### config.mk
export PLATFORM = sky130hd
export DESIGN_NAME = mole_hit_scorer_flat
export DESIGN_NICKNAME = d
export VERILOG_FILES = /design/src/rtl/mole_hit_scorer_pkg.sv /design/src/rtl/mole_hit_scorer_if.sv /design/src/rtl/mole_hit_scorer_button_edge_sync.sv /design/src/rtl/mole_hit_scorer.sv /design/src/flat_wrapper.sv
export SDC_FILE = /design/constraint.sdc
export NUM_CORES = 1
export LEC_CHECK = 0
export BUFFER_PORTS_ARGS = -buffer_cell sky130_fd_sc_hd__buf_2
export CORE_MARGIN = 4
export CORE_UTILIZATION = 55
export CTS_CLUSTER_DIAMETER = 120
export DETAILED_ROUTE_END_ITERATION = 10
export PLACE_DENSITY = 0.78
export SLEW_MARGIN = 20
export SYNTH_ARGS = -nofsm -noshare
export SYNTH_HDL_FRONTEND = slang
export SYNTH_SLANG_ARGS = --single-unit
### constraint.sdc
create_clock -name clk -period 2.4 [get_ports clk]
set_clock_uncertainty 0.15 [all_clocks]
set_input_delay 0.48 -clock clk [delete_from_list [all_inputs] [get_ports clk]]
set_output_delay 0.48 -clock clk [all_outputs]
set_load 0.03 [all_outputs]
### src/rtl/mole_hit_scorer_pkg.sv
// rtl/mole_hit_scorer_pkg.sv - shared state encoding and sizing constants for the mole scorer
package mole_hit_scorer_pkg;

    localparam int NUM_HOLES_DEF    = 9;
    localparam int SCORE_DIGITS_DEF = 3;
    localparam int MAX_MISSES_DEF   = 3;
    localparam int DIGIT_W          = 4;

    typedef enum logic [2:0] {
        ST_IDLE = 3'd0,
        ST_DARK = 3'd1,
        ST_LIT  = 3'd2,
        ST_DONE = 3'd3,
        ST_OVER = 3'd4
    } state_t;

endpackage

### src/rtl/mole_hit_scorer_if.sv
// rtl/mole_hit_scorer_if.sv - game inputs and score/status outputs of the mole scorer
interface mole_hit_scorer_if
    import mole_hit_scorer_pkg::*;
#(
    parameter int NUM_HOLES    = NUM_HOLES_DEF,
    parameter int SCORE_DIGITS = SCORE_DIGITS_DEF
);
    logic                              start;
    logic [NUM_HOLES-1:0]              lights;
    logic [NUM_HOLES-1:0]              buttons;
    logic                              hit;
    logic                              miss;
    logic [DIGIT_W*SCORE_DIGITS-1:0]   score;
    logic [2:0]                        misses;
    logic                              game_over;

    modport master (
        output start, lights, buttons,
        input  hit, miss, score, misses, game_over
    );

    modport slave (
        input  start, lights, buttons,
        output hit, miss, score, misses, game_over
    );
endinterface

### src/rtl/mole_hit_scorer_button_edge_sync.sv
// rtl/mole_hit_scorer_button_edge_sync.sv - synchronises async buttons and emits one press per rising edge
module button_edge_sync #(
    parameter int WIDTH = 9
) (
    input  logic             clk,
    input  logic             reset,
    input  logic [WIDTH-1:0] din,
    output logic [WIDTH-1:0] press
);
    logic [WIDTH-1:0] sync1;
    logic [WIDTH-1:0] sync2;
    logic [WIDTH-1:0] prev;

    // two-flop synchroniser, previous-value flop and a registered rising-edge pulse
    always_ff @(posedge clk or posedge reset) begin
        if (reset) begin
            sync1 <= '0;
            sync2 <= '0;
            prev  <= '0;
            press <= '0;
        end else begin
            sync1 <= din;
            sync2 <= sync1;
            prev  <= sync2;
            press <= sync2 & ~prev;
        end
    end
endmodule

### src/rtl/mole_hit_scorer.sv
// rtl/mole_hit_scorer.sv - decides hit/miss per light flick, keeps BCD score, miss count and game over
module mole_hit_scorer
    import mole_hit_scorer_pkg::*;
#(
    parameter int NUM_HOLES    = NUM_HOLES_DEF,
    parameter int SCORE_DIGITS = SCORE_DIGITS_DEF,
    parameter int MAX_MISSES   = MAX_MISSES_DEF
) (
    input  logic              clk,
    input  logic              reset,
    mole_hit_scorer_if.slave  bus
);
    localparam int         SW         = DIGIT_W * SCORE_DIGITS;
    localparam logic [2:0] MISS_LIMIT = 3'(MAX_MISSES);

    state_t               state, state_n;
    logic [SW-1:0]        score_q, score_n, score_inc;
    logic [2:0]           misses_q, misses_n;
    logic                 hit_q, hit_n;
    logic                 miss_q, miss_n;
    logic [NUM_HOLES-1:0] press;
    logic                 any_press;
    logic                 match;
    logic                 lit_any;

    button_edge_sync #(.WIDTH(NUM_HOLES)) u_sync (
        .clk   (clk),
        .reset (reset),
        .din   (bus.buttons),
        .press (press)
    );

    assign any_press = |press;
    assign match     = |(press & bus.lights);
    assign lit_any   = |bus.lights;

    // BCD ripple increment, frozen once every digit reads 9
    always_comb begin
        logic       carry;
        logic       at_max;
        logic [3:0] digit;
        score_inc = score_q;
        carry     = 1'b1;
        at_max    = 1'b1;
        digit     = '0;
        for (int d = 0; d < SCORE_DIGITS; d++) begin
            digit = score_q[d*DIGIT_W +: DIGIT_W];
            if (digit != 4'd9) at_max = 1'b0;
            if (carry) begin
                if (digit == 4'd9) begin
                    score_inc[d*DIGIT_W +: DIGIT_W] = 4'd0;
                end else begin
                    score_inc[d*DIGIT_W +: DIGIT_W] = digit + 4'd1;
                    carry = 1'b0;
                end
            end
        end
        if (at_max) score_inc = score_q;
    end

    // next state, score, miss count and hit/miss pulses
    always_comb begin
        state_n  = state;
        score_n  = score_q;
        misses_n = misses_q;
        hit_n    = 1'b0;
        miss_n   = 1'b0;
        if (state != ST_IDLE && !bus.start) begin
            state_n = ST_IDLE;
        end else begin
            case (state)
                ST_IDLE: begin
                    if (bus.start) begin
                        score_n  = '0;
                        misses_n = '0;
                        state_n  = ST_DARK;
                    end
                end
                ST_DARK: begin
                    if (any_press) miss_n = 1'b1;
                    if (lit_any) state_n = ST_LIT;
                end
                ST_LIT: begin
                    if (match) begin
                        hit_n   = 1'b1;
                        score_n = score_inc;
                        state_n = ST_DONE;
                    end else if (!lit_any) begin
                        miss_n  = 1'b1;
                        state_n = ST_DARK;
                    end else if (any_press) begin
                        miss_n = 1'b1;
                    end
                end
                ST_DONE: begin
                    if (!lit_any) state_n = ST_DARK;
                end
                default: begin
                end
            endcase
        end
        // a miss that spends the budget ends the game on the same edge
        if (miss_n) begin
            misses_n = misses_q + 3'd1;
            if (misses_n >= MISS_LIMIT) state_n = ST_OVER;
        end
    end

    // state and output registers
    always_ff @(posedge clk or posedge reset) begin
        if (reset) begin
            state    <= ST_IDLE;
            score_q  <= '0;
            misses_q <= '0;
            hit_q    <= 1'b0;
            miss_q   <= 1'b0;
        end else begin
            state    <= state_n;
            score_q  <= score_n;
            misses_q <= misses_n;
            hit_q    <= hit_n;
            miss_q   <= miss_n;
        end
    end

    assign bus.hit       = hit_q;
    assign bus.miss      = miss_q;
    assign bus.score     = score_q;
    assign bus.misses    = misses_q;
    assign bus.game_over = (state == ST_OVER);
endmodule
### src/flat_wrapper.sv
// flat-port wrapper written by rule: the top's interface ports become plain ports
module mole_hit_scorer_flat import mole_hit_scorer_pkg::*;
#(
    parameter int NUM_HOLES    = NUM_HOLES_DEF,
    parameter int SCORE_DIGITS = SCORE_DIGITS_DEF,
    parameter int MAX_MISSES   = MAX_MISSES_DEF
)
  (clk, reset, bus_start, bus_lights, bus_buttons, bus_hit, bus_miss, bus_score, bus_misses, bus_game_over);
  mole_hit_scorer_if #(.NUM_HOLES(NUM_HOLES), .SCORE_DIGITS(SCORE_DIGITS)) bus_i ();
  input  logic clk;
  input  logic reset;
  input wire logic [$bits(bus_i.start)-1:0] bus_start;
  input wire logic [$bits(bus_i.lights)-1:0] bus_lights;
  input wire logic [$bits(bus_i.buttons)-1:0] bus_buttons;
  output wire logic [$bits(bus_i.hit)-1:0] bus_hit;
  output wire logic [$bits(bus_i.miss)-1:0] bus_miss;
  output wire logic [$bits(bus_i.score)-1:0] bus_score;
  output wire logic [$bits(bus_i.misses)-1:0] bus_misses;
  output wire logic [$bits(bus_i.game_over)-1:0] bus_game_over;
  assign bus_i.start = bus_start;
  assign bus_i.lights = bus_lights;
  assign bus_i.buttons = bus_buttons;
  assign bus_hit = bus_i.hit;
  assign bus_miss = bus_i.miss;
  assign bus_score = bus_i.score;
  assign bus_misses = bus_i.misses;
  assign bus_game_over = bus_i.game_over;
  mole_hit_scorer #(.NUM_HOLES(NUM_HOLES), .SCORE_DIGITS(SCORE_DIGITS), .MAX_MISSES(MAX_MISSES)) u_core (.clk(clk), .reset(reset), .bus(bus_i));
endmodule
==> impl_metrics.yaml <==
setup_path:
  crit_path_end_kind: "flip-flop"
  crit_fanout: 11
  crit_type: "reg2reg"
  cp.required_ps: 2460
  path_buf_inv: 0
  crit_family: "simple AND/OR/NAND/NOR gates"
  crit_slowest_cell: "or4b_2"
  startpoint_type: "flip-flop"
  path_cells: "or4b_2 -> o21ai_2 -> or2_2 -> a21oi_1 -> or2_2"
  cpPeakStageDelay_ps: 800
  cpMostUsedCell: "or2_2"
  arrival_ps: 2300
place:
  gp_congestion: 0.790
  numPortBuffers: 38
  place_ws_ps: 142
  dpl.hpwl_um: 3010
die:
  rows: 23
  core_region_area_um2: 4090
  fp.dieW_um: 73.6
  die_y_um: 73.6
  io_pins: 39
  die_area_um2: 5410
  start_util: 0.579
synth:
  yosysSeqAreaShare: 0.593
  yosys-top-cells-area: "dfrtp_1 (59%), ha_1 (4.2%), nor2b_1 (3.2%), a21oi_1 (1.9%), buf_6 (1.9%)"
  netlist_area_um2: 2360
  ys_warn_count: 0
  synth_edf_count: 0
  synth_area_per_cell_um2: 12.1
  synth-async-reset-ratio: 1.00
  ys_seq_elements: 56
  syn_inst: 195
  synth_top_area_share: 0.593
  synth_ff_type: "dfrtp_1"
  synth.distinct_cells: 47
  synth_largest_area_cell: "dfrtp_1"
  syn_nets: 224
drt:
  vias_per_cell: 5.55
  drc: 0
  vias: 1604
  first_iter_violations: 112
  routed_wl_um: 4010
  wl_per_cell_um: 13.9
  ant_nets: 0
  dr.pass1.iters: 5
clocking:
  cts.repair.resized: 0
  cts_max_level: 2
  path_clk_slew_ps: 110
  cts_root_buf: "clkbuf_8"
  cts.sinks: 56
  post-cts-setup-buffer-count: 0
  clk_latency_ps: 310
  cts_hold_buffers: 0
  numCtsBuffers: 5
  cts_tree: "done"
  clk_path_buf_depth: 2
timing:
  period_share: 0.933
  finalHoldViolCount: 0
  slew_viol_final: 0
  fin_tns_setup_ps: 0
  fin_crit_ps: 2240
  setup_slack_ps: 160
  setup_violations: 0
  relSlewSlack: 0.679
  fmax_ghz: 0.446
  rsz0062_at_grt: "false"
  worstMarginPinSlew_ps: 481
cells_and_area:
  n_fill_cell: 317
  layout.nets: 267
  finish.utilization: 0.661
  synthToLayoutAreaGrowth_pct: 14.2
  n_antenna_cell: 0
  drive_gt1_frac: 0.259
grt:
  grt_pass1_wl_um: 7040
  grt_overflow_total: 0
  grtUsageTotal: 0.169
  grt_pass1_vias: 1582
  grt_max_degree: 27
  antenna_found_initial: 0
pwr:
  power_density_nw_per_um2: 1020
  p_leak_nw: 1.28
  vdd.ir_drop.worst_mv: 0.644
run_status:
  status: "completed"
run:
  maxCapViolCount: 0
min_path:
  hold_path.class: "in2async"
-- cell usage in the layout, fill, tap and decap left out, types with 3 or more instances in the layout --
master	instances
and3b_1	3
clkbuf_8	5
nand3_1	6
inv_1	5
nor2_1	11
buf_4	4
ha_1	8
a22oi_1	3
or4_1	3
or3_1	4
nand2_1	8
a21oi_1	9
o21ai_0	5
and2_1	4
o22ai_1	4
and3_1	3
mux2i_1	4
dfrtp_1	56
buf_2	38
nor2b_1	12
nor3_1	3
-- cells in the mapped netlist, drive strengths merged, types with 2 or more instances --
library cell  number
buf                6
or2                2
nand3              6
nor3               4
a21oi              9
ha                 8
dfrtp             56
o21ai              8
a31oi              3
mux2i              4
and3b              3
nor2              11
a22o               2
nand2              8
nand2b             2
nor3b              3
nor4               2
and2               4
a22oi              3
inv                6
or3                4
o31ai              2
and3               3
nor2b             12
o22ai              4
or4                4
a211oi             2
nand4              2
-- worst paths after layout --
kind / to / depth (start not counted) / startpoint / slack [ps]
setup / recovery: u_core.bus.score[1] / 5 / u_core.state[2] / 160
hold / removal: u_core.u_sync.sync1[1] / 2 / reset / 30
setup reg to reg: u_core.bus.score[1] / 5 / u_core.state[2] / 160
hold reg to reg: u_core.u_sync.sync2[8] / 0 / u_core.u_sync.sync1[8] / 210
max in group asynchronous: u_core.u_sync.press[3] / 3 / reset / 1480
min in group clk: u_core.u_sync.sync1[6] / 1 / bus_buttons[6] / 120
-- area by class of cell --
type / instances / area, um2 / area share
Inverter: 6 / 22.5 / 0.00834
Tap cell: 50 / 62.6 / 0.0232
Multi-Input combinational cell: 127 / 892 / 0.330
Sequential cell: 56 / 1400 / 0.519
Clock inverter: 3 / 33.8 / 0.0125
Timing Repair Buffer: 42 / 220 / 0.0815
Clock buffer: 5 / 68.8 / 0.0255
-- cell families (layout without fill, tap and decap cells) --
logic type / Yosys count / in the layout / synth area share
and+or+nand+nor: 73 / 73 / 0.193
adders and majority gates: 8 / 8 / 0.0423
buffers and inverters: 12 / 56 / 0.0328
DFF: 56 / 56 / 0.593
xor gates and xnor gates: 1 / 1 / 0.00370
muxes: 5 / 5 / 0.0217
AOI/OAI and AO/OA: 40 / 40 / 0.114
-- flip-flops by register name (all words and copies together), names as in the netlist --
register	cells
u_core.u_sync.sync2	9
u_core.state	3
u_core.u_sync.press	9
u_core.bus.misses	3
u_core.bus.score	12
u_core.bus.miss	1
u_core.u_sync.sync1	9
u_core.u_sync.prev	9
u_core.bus.hit	1
-- layer usage --
layer | vias to the layer above | share of wire | global-route usage
li1 | 795 | - | -
met3 | 6 | 0.044 | 0.0451
met4 | 0 | 0.014 | 0.0543
met1 | 768 | 0.44 | 0.209
met2 | 35 | 0.50 | 0.288
met5 | - | 0 | 0
-- through the flow --
stage          total power [mW]  cells  cell area, um2  hold WS (ps)
6_report                   2.76    289            2700          27.4
5_1_grt                    2.97    289            2700          48.9
4_1_cts                    2.78    289            2700          32.1
3_5_place_dp               2.23    281            2590           185
3_3_place_gp               2.20    281            2590           183
2_1_floorplan              2.04    195            2360           181
-- report_power, final --
part	switching, mW	internal [mW]	leakage (nW)
clock	0.326	0.220	0.0515
sequential	0.159	1.07	0.699
combinational	0.614	0.365	0.531
total	1.10	1.66	1.28
-- worst register-to-register path: cells and delay by family, from the launching register on --
kind               cells  cell delay, ps
and+or+nand+nor        3            1270
AOI/OAI and AO/OA      2             200
DFF                    1             520
(Power assumes the default switching activity.)
